[config.mk]
export PLATFORM = sky130hd
export DESIGN_NAME = conv_layer_sched_flat
export DESIGN_NICKNAME = d
export VERILOG_FILES = /design/src/rtl/conv_layer_sched_if.sv /design/src/rtl/conv_layer_sched.sv /design/src/flat_wrapper.sv
export SDC_FILE = /design/constraint.sdc
export NUM_CORES = 1
export LEC_CHECK = 0
export ABC_AREA = 1
export BUFFER_PORTS_ARGS = -buffer_cell sky130_fd_sc_hd__buf_2
export CAP_MARGIN = 0
export CORE_UTILIZATION = 42
export DETAILED_ROUTE_END_ITERATION = 12
export PLACE_DENSITY = 0.81
export SETUP_SLACK_MARGIN = 0.05
export SLEW_MARGIN = 40
export SYNTH_ARGS = -nofsm -noshare
export SYNTH_HDL_FRONTEND = slang
export SYNTH_SLANG_ARGS = --single-unit
[constraint.sdc]
create_clock -name clk -period 1.7 [get_ports clk]
set_input_delay 0.255 -clock clk [delete_from_list [all_inputs] [get_ports clk]]
set_output_delay 0.255 -clock clk [all_outputs]
set_load 0.01 [all_outputs]
[src/rtl/conv_layer_sched_if.sv]
// Bus bundle between the conv layer scheduler (master) and its weight ROM,
// feature buffer, conv datapath and result buffer (slave side).
interface conv_layer_sched_if;
  // Handshake semantics: no backpressure anywhere. A read strobe (wt_rd_en,
  // fm_rd_en) with its address is sampled on a rising edge and the memory
  // returns rdata during the following cycle. conv_ovalid, res_wr_en,
  // layer_done and done are single-cycle qualifiers valid in the cycle they
  // are high. Pixels are two's complement and forwarded untouched.
  logic        go;
  logic        wt_rd_en;
  logic [5:0]  wt_addr;
  logic        wt_rdata;
  logic        fm_rd_en;
  logic [9:0]  fm_addr;
  logic [31:0] fm_rdata;
  logic        conv_start;
  logic        conv_weight_en;
  logic        conv_weight;
  logic        conv_state;
  logic [31:0] conv_din;
  logic        conv_ovalid;
  logic [31:0] conv_dout;
  logic        res_wr_en;
  logic [7:0]  res_addr;
  logic [31:0] res_data;
  logic        layer_done;
  logic        done;
  logic        busy;
  logic        err;

  modport master (
    input  go, wt_rdata, fm_rdata, conv_ovalid, conv_dout,
    output wt_rd_en, wt_addr, fm_rd_en, fm_addr, conv_start, conv_weight_en,
           conv_weight, conv_state, conv_din, res_wr_en, res_addr, res_data,
           layer_done, done, busy, err
  );

  modport slave (
    output go, wt_rdata, fm_rdata, conv_ovalid, conv_dout,
    input  wt_rd_en, wt_addr, fm_rd_en, fm_addr, conv_start, conv_weight_en,
           conv_weight, conv_state, conv_din, res_wr_en, res_addr, res_data,
           layer_done, done, busy, err
  );
endinterface

[src/rtl/conv_layer_sched.sv]
// Two-layer conv scheduler: loads binary weights, streams pixels, collects pooled results.
// Optional RUN watchdog enabled by defining CONV_SCHED_WDOG_EN.
module conv_layer_sched #(
  parameter int W_BITS = 25,
  parameter int L0_PIX = 784,
  parameter int L0_OUT = 144,
  parameter int L1_PIX = 144,
  parameter int L1_OUT = 16
) (
  input  logic               clk,
  input  logic               rstn,
  conv_layer_sched_if.master bus,
  output logic [2:0]         dbg_state_o
);
  typedef enum logic [2:0] {
    S_IDLE, S_LOAD_W, S_PRIME, S_RUN, S_LAYER_END, S_FINISH
  } state_t;

  localparam logic [4:0] W_LAST   = 5'(W_BITS - 1);
  localparam logic [9:0] L0_PIX_C = 10'(L0_PIX);
  localparam logic [9:0] L1_PIX_C = 10'(L1_PIX);
  localparam logic [7:0] L0_LAST  = 8'(L0_OUT - 1);
  localparam logic [7:0] L1_LAST  = 8'(L1_OUT - 1);

  state_t      state_q, state_d;
  logic        layer_q, layer_d;
  logic [4:0]  bit_q, bit_d;
  logic [9:0]  pix_q, pix_d;
  logic [7:0]  out_q, out_d;
  logic        wt_en_q, fm_en_q;
  logic        wt_rd, fm_rd, res_wr, ld_pulse, done_pulse;
  logic [9:0]  fm_addr;
  logic [9:0]  pix_lim;
  logic [7:0]  out_last;
  logic        wd_trip;

`ifdef CONV_SCHED_WDOG_EN
  localparam logic [15:0] WD_LIMIT = 16'd4095;
  logic [15:0] wd_q, wd_d;
  logic        err_q, err_d;
  // The counter parks at the limit after a trip, so LAYER_END can tell an abort apart.
  assign wd_trip = (wd_q == WD_LIMIT);
`else
  assign wd_trip = 1'b0;
`endif

  assign pix_lim  = layer_q ? L1_PIX_C : L0_PIX_C;
  assign out_last = layer_q ? L1_LAST : L0_LAST;

  always_ff @(posedge clk or negedge rstn) begin
    if (!rstn) begin
      state_q <= S_IDLE;
      layer_q <= 1'b0;
      bit_q   <= '0;
      pix_q   <= '0;
      out_q   <= '0;
      wt_en_q <= 1'b0;
      fm_en_q <= 1'b0;
    end else begin
      state_q <= state_d;
      layer_q <= layer_d;
      bit_q   <= bit_d;
      pix_q   <= pix_d;
      out_q   <= out_d;
      wt_en_q <= wt_rd;
      fm_en_q <= fm_rd;
    end
  end

`ifdef CONV_SCHED_WDOG_EN
  always_ff @(posedge clk or negedge rstn) begin
    if (!rstn) begin
      wd_q  <= '0;
      err_q <= 1'b0;
    end else begin
      wd_q  <= wd_d;
      err_q <= err_d;
    end
  end
`endif

  always_comb begin
    state_d    = state_q;
    layer_d    = layer_q;
    bit_d      = bit_q;
    pix_d      = pix_q;
    out_d      = out_q;
    wt_rd      = 1'b0;
    fm_rd      = 1'b0;
    fm_addr    = '0;
    res_wr     = 1'b0;
    ld_pulse   = 1'b0;
    done_pulse = 1'b0;
`ifdef CONV_SCHED_WDOG_EN
    wd_d       = wd_q;
    err_d      = err_q;
`endif
    case (state_q)
      S_IDLE: begin
        if (bus.go) begin
          state_d = S_LOAD_W;
          layer_d = 1'b0;
          bit_d   = '0;
          pix_d   = '0;
          out_d   = '0;
        end
      end
      S_LOAD_W: begin
        wt_rd = 1'b1;
        bit_d = bit_q + 5'd1;
        if (bit_q == W_LAST) begin
          bit_d   = '0;
          state_d = S_PRIME;
        end
      end
      S_PRIME: begin
        // Pixel 0 is fetched here so it is on conv_din as conv_start rises.
        fm_rd   = 1'b1;
        pix_d   = 10'd1;
        state_d = S_RUN;
`ifdef CONV_SCHED_WDOG_EN
        wd_d    = '0;
`endif
      end
      S_RUN: begin
        if (pix_q < pix_lim) begin
          fm_rd   = 1'b1;
          fm_addr = pix_q;
          pix_d   = pix_q + 10'd1;
        end
        if (bus.conv_ovalid) begin
          res_wr = 1'b1;
          out_d  = out_q + 8'd1;
          if (out_q == out_last) state_d = S_LAYER_END;
        end
`ifdef CONV_SCHED_WDOG_EN
        if (bus.conv_ovalid) begin
          wd_d = '0;
        end else if (wd_trip) begin
          err_d   = 1'b1;
          state_d = S_LAYER_END;
        end else begin
          wd_d = wd_q + 16'd1;
        end
`endif
      end
      S_LAYER_END: begin
        ld_pulse = 1'b1;
        pix_d    = '0;
        out_d    = '0;
        bit_d    = '0;
        if (!layer_q && !wd_trip) begin
          layer_d = 1'b1;
          state_d = S_LOAD_W;
        end else begin
          state_d = S_FINISH;
        end
      end
      S_FINISH: begin
        done_pulse = 1'b1;
        layer_d    = 1'b0;
        state_d    = S_IDLE;
      end
      default: state_d = S_IDLE;
    endcase
  end

  assign bus.wt_rd_en       = wt_rd;
  assign bus.wt_addr        = wt_rd ? {layer_q, bit_q} : 6'd0;
  assign bus.fm_rd_en       = fm_rd;
  assign bus.fm_addr        = fm_addr;
  assign bus.conv_start     = (state_q == S_RUN);
  assign bus.conv_weight_en = wt_en_q;
  assign bus.conv_weight    = wt_en_q & bus.wt_rdata;
  assign bus.conv_state     = layer_q;
  assign bus.conv_din       = fm_en_q ? bus.fm_rdata : 32'd0;
  assign bus.res_wr_en      = res_wr;
  assign bus.res_addr       = out_q;
  assign bus.res_data       = res_wr ? bus.conv_dout : 32'd0;
  assign bus.layer_done     = ld_pulse;
  assign bus.done           = done_pulse;
  assign bus.busy           = (state_q != S_IDLE);
`ifdef CONV_SCHED_WDOG_EN
  assign bus.err            = err_q;
`else
  assign bus.err            = 1'b0;
`endif
  assign dbg_state_o        = state_q;
endmodule

[src/flat_wrapper.sv]
// flat-port wrapper written by rule: the top's interface ports become plain ports
module conv_layer_sched_flat 
#(
  parameter int W_BITS = 25,
  parameter int L0_PIX = 784,
  parameter int L0_OUT = 144,
  parameter int L1_PIX = 144,
  parameter int L1_OUT = 16
)
  (clk, rstn, dbg_state_o, bus_go, bus_wt_rdata, bus_fm_rdata, bus_conv_ovalid, bus_conv_dout, bus_wt_rd_en, bus_wt_addr, bus_fm_rd_en, bus_fm_addr, bus_conv_start, bus_conv_weight_en, bus_conv_weight, bus_conv_state, bus_conv_din, bus_res_wr_en, bus_res_addr, bus_res_data, bus_layer_done, bus_done, bus_busy, bus_err);
  conv_layer_sched_if bus_i ();
  input  logic clk;
  input  logic rstn;
  output logic [2:0] dbg_state_o;
  input wire logic [$bits(bus_i.go)-1:0] bus_go;
  input wire logic [$bits(bus_i.wt_rdata)-1:0] bus_wt_rdata;
  input wire logic [$bits(bus_i.fm_rdata)-1:0] bus_fm_rdata;
  input wire logic [$bits(bus_i.conv_ovalid)-1:0] bus_conv_ovalid;
  input wire logic [$bits(bus_i.conv_dout)-1:0] bus_conv_dout;
  output wire logic [$bits(bus_i.wt_rd_en)-1:0] bus_wt_rd_en;
  output wire logic [$bits(bus_i.wt_addr)-1:0] bus_wt_addr;
  output wire logic [$bits(bus_i.fm_rd_en)-1:0] bus_fm_rd_en;
  output wire logic [$bits(bus_i.fm_addr)-1:0] bus_fm_addr;
  output wire logic [$bits(bus_i.conv_start)-1:0] bus_conv_start;
  output wire logic [$bits(bus_i.conv_weight_en)-1:0] bus_conv_weight_en;
  output wire logic [$bits(bus_i.conv_weight)-1:0] bus_conv_weight;
  output wire logic [$bits(bus_i.conv_state)-1:0] bus_conv_state;
  output wire logic [$bits(bus_i.conv_din)-1:0] bus_conv_din;
  output wire logic [$bits(bus_i.res_wr_en)-1:0] bus_res_wr_en;
  output wire logic [$bits(bus_i.res_addr)-1:0] bus_res_addr;
  output wire logic [$bits(bus_i.res_data)-1:0] bus_res_data;
  output wire logic [$bits(bus_i.layer_done)-1:0] bus_layer_done;
  output wire logic [$bits(bus_i.done)-1:0] bus_done;
  output wire logic [$bits(bus_i.busy)-1:0] bus_busy;
  output wire logic [$bits(bus_i.err)-1:0] bus_err;
  assign bus_i.go = bus_go;
  assign bus_i.wt_rdata = bus_wt_rdata;
  assign bus_i.fm_rdata = bus_fm_rdata;
  assign bus_i.conv_ovalid = bus_conv_ovalid;
  assign bus_i.conv_dout = bus_conv_dout;
  assign bus_wt_rd_en = bus_i.wt_rd_en;
  assign bus_wt_addr = bus_i.wt_addr;
  assign bus_fm_rd_en = bus_i.fm_rd_en;
  assign bus_fm_addr = bus_i.fm_addr;
  assign bus_conv_start = bus_i.conv_start;
  assign bus_conv_weight_en = bus_i.conv_weight_en;
  assign bus_conv_weight = bus_i.conv_weight;
  assign bus_conv_state = bus_i.conv_state;
  assign bus_conv_din = bus_i.conv_din;
  assign bus_res_wr_en = bus_i.res_wr_en;
  assign bus_res_addr = bus_i.res_addr;
  assign bus_res_data = bus_i.res_data;
  assign bus_layer_done = bus_i.layer_done;
  assign bus_done = bus_i.done;
  assign bus_busy = bus_i.busy;
  assign bus_err = bus_i.err;
  conv_layer_sched #(.W_BITS(W_BITS), .L0_PIX(L0_PIX), .L0_OUT(L0_OUT), .L1_PIX(L1_PIX), .L1_OUT(L1_OUT)) u_core (.clk(clk), .rstn(rstn), .bus(bus_i), .dbg_state_o(dbg_state_o));
endmodule
== Yosys cells after proc, flatten, opt, wreduce, memory -nomap -nowiden ==
Cells that the tools add are included.
Word-level totals
  flip-flop bits (word level): 29
  input port bits: 69
  word-level logic and storage cells: 66
  output and inout port bits: 102
Cells by class
  reductions and logical operators: 11
  add/subtract/negate cells: 3
  magnitude comparators: 1
  bitwise logic cells: 1
  equality and inequality tests: 12
  multiplexer cells: 31
Operators by type and width (number)
  32-bit two-way mux: 2
  10-bit two-way mux: 5
  10-bit one-hot mux with 4 select lines: 1
  8-bit two-way mux: 3
  8-bit one-hot mux with 3 select lines: 1
  3-bit two-way mux: 5
  3-bit one-hot mux with 5 select lines: 1
  5-bit one-hot mux with 3 select lines: 1
  3-bit nonzero test: 4
  10-bit by 1-bit adder with 10-bit output (second input constant): 1
  10-bit < comparator: 1
  5-bit two-way mux: 2
  8-bit by 1-bit adder with 8-bit output (second input constant): 1
  8-bit == test: 1
  1-bit two-way mux: 7
  3-bit by 2-bit == test with 1-bit output (second input constant): 2
  3-bit == test (second input constant): 2
  6-bit two-way mux: 1
  2-bit by 1-bit != test with 1-bit output (second input constant): 3
  3-bit AND reduction: 2
  5-bit by 1-bit adder with 5-bit output (second input constant): 1
  5-bit == test (second input constant): 1
  2-bit != test (second input constant): 2
  2-bit AND reduction: 2
  other kinds (7): 7

== Depth between registers and ports, before layout ==
  depth after elaboration: 5
  mapped depth: 11
  gate-level depth less buffers: 11

== Worst setup path before layout ==
No wires, ideal clock.
  kind: register -> output
  from: register u_core.layer_q, in the netlist u_core.bus.conv_state
  to: output port bus_fm_addr[0]
  cell stages (with the launch flop): 11
  slack: -0.013 ns
  buffers on the path: 1
  required time: 1.445 ns
  arrival time: 1.458 ns
  path through: dfrtp_1 > inv_1 > ha_1 > inv_1 > nor2_1 > nand2_1 > nand2_1 > inv_1 > nand2_1 > buf_2 > nor2_1
On the way
  longest elaborated chain between the ends: 4
RTL lines
  start, declared: RTL line conv_layer_sched.sv:26  | logic layer_q, layer_d;
  start signal, assigned: RTL line conv_layer_sched.sv:61  | layer_q <= layer_d;
  10-bit two-way mux: RTL line conv_layer_sched.sv:47  | assign pix_lim = layer_q ? L1_PIX_C : L0_PIX_C;
  10-bit < comparator: RTL line conv_layer_sched.sv:126  | if (pix_q < pix_lim) begin
  10-bit two-way mux: RTL line conv_layer_sched.sv:126
  10-bit two-way mux: RTL line conv_layer_sched.sv:98  | case (state_q)
  end, declared: RTL line flat_wrapper.sv:23  | output wire logic [$bits(bus_i.fm_addr)-1:0] bus_fm_addr;
No other way between the ends.

== Worst setup path in the final report ==
  from: register u_core.layer_q, in the netlist u_core.bus.conv_state
  to: output port bus_fm_addr[8]
The elaborated chain is that of the path after synthesis.

==> results.py <==
metrics = {
    "status": {
        "outcome": "complete, but fails checks",
        "violations": "setup timing",
    },
    "critical_path": {
        "cp-end-kind": "output pin",
        "critPathKind": "flop to output pin",
        "cp_data_arrival_time_ns": 1.85,
        "critPathMostFrequentCell": "nor2_1",
        "worstPathMaxFanout": 6,
        "crit_buf_inv": 2,
        "crit_chain": "ha_4 -> nand2_2 -> nor2_1 -> nor2_1 -> nand2_1 -> inv_2 -> nand2_4 -> nor2_1 -> buf_2",
        "crit_slowest_cell": "dfrtp_2",
        "cp.required_ns": 1.44,
        "cp_top_family": "simple AND/OR/NAND/NOR gates",
        "cpPeakStageDelay_ns": 0.47,
        "start_kind": "flop",
    },
    "clock_network": {
        "cts_root_buf": "clkbuf_8",
        "cts_made_buffers": 5,
        "cts_buffer_depth": 2,
        "cts_max_level": 2,
        "cts_sinks": 29,
        "insertion_delay_ns": 0.29,
        "clkTransAtPathRegs_ns": 0.07,
        "cts_tree": "built",
    },
    "global_route": {
        "antenna_found_initial": 0,
        "grt.total_usage_pct": 27.2,
        "grt_max_degree": 33,
        "grt_first_pass_wirelength_um": 13200,
        "globalRouteOverflowTotal": 0,
        "grt_pass1_vias": 2925,
    },
    "pwr": {
        "intPower_w": 0.00309,
        "netSwitchingPower_w": 0.00291,
        "share_seq_of_total_power_pct": 18.4,
        "netSwitchingFraction_pct": 48.4,
        "clkPwrFrac_pct": 12.8,
        "ir_worst_vdd_mv": 1.26,
        "p_leak_nw": 2.70,
        "share_comb_of_total_power_pct": 68.8,
        "powerDensity_nw_per_um2": 1360,
    },
    "sta": {
        "fmax_mhz": 475,
        "final_max_slew_viol_count": 0,
        "finalHoldViolations": 0,
        "rsz0062_at_grt": "yes",
        "setup_viol": 53,
        "fin_crit_ns": 2.10,
        "min_period_over_period_pct": 124,
        "skew_ns": 0.00759,
        "timing.hold.ws_ns": 0.390,
        "setup_ws_ns": -0.405,
    },
    "logic_synthesis": {
        "syn_nets": 495,
        "netlist.area_leader.share_pct": 29.5,
        "synth_top_cell_by_area": "dfrtp_1",
        "synth_edf_count": 0,
        "synth-seq-cells": 29,
        "synthArstFlopShare_pct": 100,
        "syn-instance-count": 419,
        "synth_flop_cell": "dfrtp_1",
        "synth-seq-area-share_pct": 29.5,
        "synth_cell_types": 26,
        "synthTopCellsByArea": "dfrtp_1 29%, nand2_1 17%, inv_1 16%, nor2_1 11%, nand3_1 5.7%",
        "syn-cell-area_um2": 2460,
        "synth.most_common_cell": "nand2_1",
        "ys.warnings.count": 0,
        "avgSynthCellArea_um2": 5.88,
        "ys_top_cells_by_count": "113 x nand2_1, 107 x inv_1, 70 x nor2_1",
    },
    "detailed_routing": {
        "drc": 0,
        "wl_per_cell_um": 15.1,
        "drt-pass1-iter-count": 5,
        "vias_per_cell": 5.00,
        "drt_wl_total_um": 10600,
        "wl_met3_um": 1000,
        "met2_wirelength_um": 5690,
        "drt-met1-wl_um": 3630,
        "highest_layer": "met4",
        "vias": 3493,
        "drt_iter0_drc": 316,
        "antenna_left": 0,
    },
    "placement": {
        "io_buffer_count": 169,
        "place_area_um2": 3490,
        "dpl.hpwl_um": 6210,
        "place_congestion": 0.892,
    },
    "floorplan": {
        "io_pins": 171,
        "core_area_um2": 5570,
        "die_h_um": 78.6,
        "dieArea_um2": 6170,
        "start_util_pct": 44.2,
        "num_rows": 27,
        "die_x_um": 78.6,
    },
    "finish": {
        "fillers": 386,
        "diodes": 0,
        "drive_gt1_share_pct": 45.3,
        "final_nets": 702,
        "areaGrowthSynthToFinish_pct": 79.7,
        "final_area_um2": 4420,
    },
    "min_path": {
        "hold_class": "input port to flop",
    },
    "flow_run": {
        "max-cap-violations": 0,
    },
}
metal layers:
metal	vias up	track usage (%)
li1	1644	-
met1	1600	29.7
met2	216	51.4
met3	33	4.30
met4	0	11.5
met5	-	0
cells by family (layout without fill, tap and decap cells):
group	Yosys count	in the layout	synth area share, %
fa+ha+maj	7	7	3.56
xor+xnor	2	2	0.712
other cells	1	1	0.152
buf+inv	123	329	19.8
flops	29	29	29.5
simple gates	233	235	40.7
compound gates	24	24	5.59
registers in the layout, indices dropped and copies added (netlist names):
name	count
u_core.dbg_state_o	3
u_core.bus.res_addr	8
u_core.bit_q	5
u_core.pix_q	10
u_core.bus.conv_weight_en	1
u_core.bus.conv_state	1
u_core.fm_en_q	1
cell usage in the layout (no fill, tap or decap), types with 2 or more instances in the layout:
cell type  instances
o21ai_0           16
nand4_1           10
clkbuf_16          3
ha_1               4
o21ai_1            4
nand2_1          108
dfrtp_2            3
nand2_2            4
nand3_1           28
buf_6             36
inv_1            103
nand3_4            2
nand2_4            4
xor2_1             2
dfrtp_1           26
ha_4               3
nor3b_1            2
clkbuf_8           6
inv_4              2
nor2_1            34
nor2_2             5
a21oi_1            2
nor2_4            34
inv_2              5
buf_4             30
buf_2            137
tightest hold or removal path: stages:
cell and delay, ns:
buf_2 0.08, inv_1 0.07, o21ai_0 0.16, o21ai_0 0.07
path summary, 6_finish.rpt:
path                                                    start                            endpoint  slack (ns)  cells past startpoint
max                         u_core.bus.conv_state$_DFFE_PN0P_                      bus_fm_addr[8]       -0.40                      9
min                                                    bus_go   u_core.bus.conv_state$_DFFE_PN0P_        0.39                      4
max reg2reg                 u_core.bus.conv_state$_DFFE_PN0P_         u_core.pix_q[9]$_DFFE_PN0P_       -0.19                     12
min reg2reg                u_core.bus.res_addr[1]$_DFFE_PN0P_  u_core.bus.res_addr[1]$_DFFE_PN0P_        0.54                      2
max in group asynchronous                                rstn  u_core.bus.res_addr[0]$_DFFE_PN0P_        0.78                      3
min in group asynchronous                                rstn         u_core.bit_q[2]$_DFFE_PN0P_        0.44                      2
power by group through the flow:
stage / clock network [W] / registers [W] / logic (W)
3_3_place_gp: 0 / 0.00108 / 0.00280
4_1_cts: 0.000756 / 0.00108 / 0.00326
3_5_place_dp: 0 / 0.00109 / 0.00285
5_1_grt: 0.000803 / 0.00113 / 0.00444
2_1_floorplan: 0 / 0.00112 / 0.00171
6_report: 0.000767 / 0.00110 / 0.00413
metrics by stage:
stage	power [W]	instances	setup TNS [ns]	util [%]	setup slack, ns
floorplan	0.00283	419	0	-	0.00881
global placement	0.00389	668	-0.703	62.6	-0.0776
detailed placement	0.00394	668	-0.982	62.6	-0.104
CTS	0.00510	687	-2.02	69.2	-0.211
global route	0.00637	699	-12.85	79.4	-0.493
finish	0.00600	699	-8.61	79.4	-0.405
timing repair:
item                       4_1_cts  5_1_grt
gates cloned                     2        4
hold endpoints to repair        16        0
hold buffers                     1        0
pin swaps                       16       11
setup endpoints to repair       51       63
gates resized for setup         36       99
buffers inserted                 8        9
final cells by class:
class / instances / area, µm² / share of cell area [%]
clock inverter: 1 / 30.0 / 0.679
multi-input combinational: 269 / 1600 / 36.1
inverter: 111 / 427 / 9.64
timing repair buffer: 210 / 1460 / 33.1
sequential: 29 / 729 / 16.5
clock buffer: 7 / 86.3 / 1.95
tap: 72 / 90.1 / 2.04
Note: power is estimated with default switching activity, not from simulation.
